File: src/rtl/tdm_mux_pkg.sv
// rtl/tdm_mux_pkg.sv - shared constants and controller states for the 4:1 tdm mux/demux pair
package tdm_mux_pkg;

    localparam int NUM_CH = 4;
    localparam int SEL_W  = 2;

    localparam logic [SEL_W-1:0] CH_A = 2'd0;
    localparam logic [SEL_W-1:0] CH_B = 2'd1;
    localparam logic [SEL_W-1:0] CH_C = 2'd2;
    localparam logic [SEL_W-1:0] CH_D = 2'd3;

    typedef enum logic {
        ST_EMPTY = 1'b0,
        ST_FULL  = 1'b1
    } tdm_state_t;

endpackage

File: src/rtl/arb_4_v.sv
// rtl/arb_4_v.sv - 4-way arbiter; round-robin from ptr with TDM_MUX_4_1_RR_EN, fixed priority a>b>c>d otherwise
module arb_4_v
    import tdm_mux_pkg::*;
(
    input  logic [NUM_CH-1:0] req,
    input  logic [SEL_W-1:0]  ptr,
    input  logic              enable,
    output logic [NUM_CH-1:0] grant,
    output logic [SEL_W-1:0]  grant_idx
);

    logic [SEL_W-1:0] start;

`ifdef TDM_MUX_4_1_RR_EN
    assign start = ptr;
`else
    // Fixed priority ignores the pointer; the search always begins at channel a.
    logic unused_ptr;
    assign unused_ptr = ^ptr;
    assign start      = CH_A;
`endif

    logic [SEL_W-1:0] k;
    logic             found;

    always_comb begin
        grant     = '0;
        grant_idx = '0;
        found     = 1'b0;
        k         = '0;
        for (int i = 0; i < NUM_CH; i++) begin
            k = start + SEL_W'(i);
            if (!found && enable && req[k]) begin
                found     = 1'b1;
                grant[k]  = 1'b1;
                grant_idx = k;
            end
        end
    end

endmodule

File: src/rtl/tdm_mux_4_1_v.sv
// rtl/tdm_mux_4_1_v.sv - 4:1 tdm mux with chip select and registered tagged output; TDM_MUX_4_1_RR_EN selects round-robin
module tdm_mux_4_1_v
    import tdm_mux_pkg::*;
#(
    parameter int DATA_W = 8
) (
    input  logic              i_clk,
    input  logic              i_rst,
    input  logic [DATA_W-1:0] i_a,
    input  logic [DATA_W-1:0] i_b,
    input  logic [DATA_W-1:0] i_c,
    input  logic [DATA_W-1:0] i_d,
    input  logic [NUM_CH-1:0] i_valid,
    output logic [NUM_CH-1:0] o_ready,
    input  logic              i_cs,
    input  logic              i_n_cs_0,
    input  logic              i_n_cs_1,
    output logic [DATA_W-1:0] o_data,
    output logic [SEL_W-1:0]  o_sel,
    output logic              o_valid,
    input  logic              i_ready
);

    tdm_state_t        state, state_nxt;
    logic              en;
    logic              load;
    logic [NUM_CH-1:0] grant;
    logic [SEL_W-1:0]  grant_idx;
    logic              grant_any;
    logic [SEL_W-1:0]  ptr;
    logic [DATA_W-1:0] data_sel;

    assign en   = i_cs & ~i_n_cs_0 & ~i_n_cs_1;
    // Reset is folded in here so no producer sees an accept while reset is asserted.
    assign load = en & (~o_valid | i_ready) & ~i_rst;

    arb_4_v u_arb (
        .req       (i_valid),
        .ptr       (ptr),
        .enable    (load),
        .grant     (grant),
        .grant_idx (grant_idx)
    );

    assign grant_any = |grant;
    assign o_ready   = grant;

`ifdef TDM_MUX_4_1_RR_EN
    always_ff @(posedge i_clk) begin
        if (i_rst)
            ptr <= CH_A;
        else if (grant_any)
            ptr <= grant_idx + SEL_W'(1);
    end
`else
    assign ptr = CH_A;
`endif

    always_comb begin
        data_sel = i_a;
        case (grant_idx)
            CH_A:    data_sel = i_a;
            CH_B:    data_sel = i_b;
            CH_C:    data_sel = i_c;
            default: data_sel = i_d;
        endcase
    end

    always_ff @(posedge i_clk) begin
        if (i_rst)
            state <= ST_EMPTY;
        else
            state <= state_nxt;
    end

    always_comb begin
        state_nxt = state;
        case (state)
            ST_EMPTY: if (grant_any) state_nxt = ST_FULL;
            ST_FULL:  if (i_ready && !grant_any) state_nxt = ST_EMPTY;
            default:  state_nxt = ST_EMPTY;
        endcase
    end

    always_comb begin
        o_valid = (state == ST_FULL);
    end

    always_ff @(posedge i_clk) begin
        if (i_rst) begin
            o_data <= '0;
            o_sel  <= '0;
        end else if (grant_any) begin
            o_data <= data_sel;
            o_sel  <= grant_idx;
        end
    end

endmodule

File: config.mk
export PLATFORM = sky130hd
export DESIGN_NAME = tdm_mux_4_1_v
export DESIGN_NICKNAME = d
export VERILOG_FILES = /design/src/rtl/tdm_mux_pkg.sv /design/src/rtl/arb_4_v.sv /design/src/rtl/tdm_mux_4_1_v.sv
export SDC_FILE = /design/constraint.sdc
export NUM_CORES = 1
export LEC_CHECK = 0
export CAP_MARGIN = 20
export CORE_UTILIZATION = 34
export CTS_BUF_LIST = sky130_fd_sc_hd__clkbuf_4 sky130_fd_sc_hd__clkbuf_8 sky130_fd_sc_hd__clkbuf_16
export DETAILED_ROUTE_END_ITERATION = 8
export GPL_ROUTABILITY_DRIVEN = 0
export HOLD_SLACK_MARGIN = 0.05
export PLACE_DENSITY = 0.92
export RECOVER_POWER = 100
export SYNTH_ARGS = -nofsm -noshare
export SYNTH_HDL_FRONTEND = slang
export SYNTH_HIERARCHICAL = 1
export SYNTH_SLANG_ARGS = --single-unit
File: constraint.sdc
create_clock -name i_clk -period 3.95 [get_ports i_clk]
set_input_delay 0.79 -clock i_clk [delete_from_list [all_inputs] [get_ports i_clk]]
set_output_delay 0.79 -clock i_clk [all_outputs]
set_load 0.02 [all_outputs]
==> flow_metrics.py <==
metrics = {
    "final_layout": {
        "antennaDiodeCount": 0,
        "area_delta_synth_final_pct": 89.0,
        "seqCellArea_um2": 220,
        "drive_gt1_share_pct": 14.8,
        "final_design_area_no_fill_mm2": 0.00129,
        "final_net_count": 171,
        "fillers": 154,
        "multi_input_area_um2": 434,
        "fin_util_pct": 71.7,
    },
    "routing": {
        "drc": 0,
        "vias_per_cell": 4.93,
        "vias": 755,
        "wire_per_inst_um": 14.1,
        "ant_nets": 0,
        "firstDrtPassIters": 4,
        "wirelength_mm": 2.16,
        "drtIter0Drc": 6,
    },
    "timing": {
        "drv_slew": 0,
        "timing.hold.ws_ns": 0.448,
        "final.setup.tns_ns": 0,
        "fin_crit_sh_pct": 92.6,
        "max-slew-margin-rel_pct": 60.2,
        "worst_slew_pin_slew_ns": 0.592,
        "timing.final.hold_violations": 0,
        "setup_violations": 0,
        "clock_skew_ns": 0.00400,
        "min_period_ns": 3.66,
        "fmax_ghz": 0.273,
        "rsz0062_at_grt": "false",
    },
    "clock_network": {
        "clk_latency_ns": 0.27,
        "numCtsBuffers": 3,
        "cts_hold_buf": 0,
        "htreeDepth": 1,
        "ctsResizeCount": 0,
        "path_clk_slew_ns": 0.07,
        "cts_root_buffer": "clkbuf_4",
        "clk_path_buf_depth": 2,
        "postCtsSetupRepairBufs": 0,
        "tritoncts": "built",
        "cts.sinks": 11,
    },
    "grt": {
        "grt_use_total_pct": 20.6,
        "gr-total-overflow": 0,
        "grt_pass1_vias": 741,
        "grt_antenna_before_repair": 0,
        "grt_max_degree": 12,
        "grt_first_pass_wirelength_mm": 3.15,
    },
    "floorplan": {
        "core-area_mm2": 0.00180,
        "die_area_mm2": 0.00219,
        "fp.dieH_um": 46.8,
        "boundaryPins": 57,
        "die_x_um": 46.8,
        "initial_core_util_pct": 37.9,
        "rows": 15,
    },
    "pwr": {
        "cellPowerDensity_mw_per_mm2": 207,
        "p_clk_share_pct": 31.2,
        "p_leak_nw": 0.489,
        "internal_power_w": 0.000208,
        "pwr-share-seq_pct": 42.7,
        "p_sw_w": 0.0000587,
        "ir_worst_vdd_mv": 0.182,
        "comb_power_share_pct": 26.1,
        "total_power_w": 0.000267,
        "swShare_pct": 22.0,
    },
    "critical_path": {
        "reg2reg_slack_ns": 1.41,
        "crit_slowest_cell": "dlygate4sd3_1",
        "cp_num_buf_inv": 2,
        "worstPathCellList": "clkdlybuf4s50_1 > nand2b_1 > nor4_2 > nand2b_1 > nor3_2 > dlygate4sd3_1",
        "critPathMaxStageDelay_ns": 0.73,
        "worstPathMaxFanout": 3,
        "critPathCaptureType": "output pin",
        "crit_path_start_kind": "primary input",
        "crit_type": "primary input to output pin",
        "required_ns": 3.16,
        "cp.arrival_ns": 2.87,
        "crit_family": "buffers and inverters",
        "crit_path_frequent_cell": "nand2b_1",
    },
    "placement": {
        "placed_area_mm2": 0.00126,
        "io_buffers": 56,
        "dp_hpwl_mm": 1.74,
    },
    "synthesis": {
        "syn_nets": 112,
        "netlist_area_um2": 683,
        "syn_inst": 70,
        "yosys_warnings": 6,
        "syn_avg_cell_area_um2": 9.76,
    },
    "status": {
        "status": "finished clean",
    },
    "worst_hold_path": {
        "min_path_type": "register to register",
    },
    "flow_run": {
        "max-cap-violations": 0,
    },
}
registers in the layout (all words and copies together) (netlist names):
| name | count |
|---|---|
| o_valid | 1 |
| o_sel | 2 |
| o_data | 8 |
layer usage:
| metal | vias to the layer above | routed length [um] | global-route usage [%] | part of all wire, % |
|---|---|---|---|---|
| li1 | 369 | - | - | - |
| met1 | 355 | 798 | 21.4 | 37 |
| met2 | 29 | 1230 | 40.6 | 57 |
| met3 | 2 | 103 | 5.38 | 4.8 |
| met4 | 0 | 21 | 5.14 | 0.97 |
| met5 | - | 0 | 0 | 0 |
cell usage in the layout (no fill, tap or decap), types with 2 or more instances in the layout:
master            n
nor2_1            2
dlygate4sd3_1    15
nand2_1          20
clkdlybuf4s50_1  41
a21oi_1          11
dfxtp_1          11
mux4_2            8
clkbuf_4          4
nand2b_1          3
worst paths after layout:
path	start	cells past startpoint	end
hold reg to reg	o_sel[0]$_SDFFE_PP0P_	2	o_sel[0]$_SDFFE_PP0P_
setup / recovery	i_n_cs_0	6	o_ready[3]
hold / removal	o_sel[0]$_SDFFE_PP0P_	2	o_sel[0]$_SDFFE_PP0P_
setup reg to reg	o_valid$_SDFF_PP0_	8	o_data[6]$_SDFFE_PP0P_
metrics by stage:
stage	setup WS [ns]	instances
2_1_floorplan	1.35	70
3_3_place_gp	0.308	149
3_5_place_dp	0.243	149
4_1_cts	0.228	153
5_1_grt	0.153	153
6_report	0.291	153
area by class of cell:
cell class	count	area share [%]
repair buffers	58	44.3
multi-input cells	54	33.6
flip-flops and latches	11	17.1
well taps	25	2.42
clock buffers	4	2.33
inverters	1	0.291
tightest hold or removal path: stages (launching register included):
cell	delay [ns]
dfxtp_1	0.31
nand2_1	0.05
a21oi_1	0.05
power groups by stage:
stage / logic, W / registers, W / clock network [W]
after global routing: 0.0000745 / 0.000114 / 0.0000912
after global placement: 0.0000694 / 0.000117 / 0
after detailed placement: 0.0000708 / 0.000117 / 0
after CTS: 0.0000710 / 0.000114 / 0.0000858
final: 0.0000697 / 0.000114 / 0.0000834
after floorplan: 0.0000189 / 0.000120 / 0
Power figures use the tool's default switching activity.
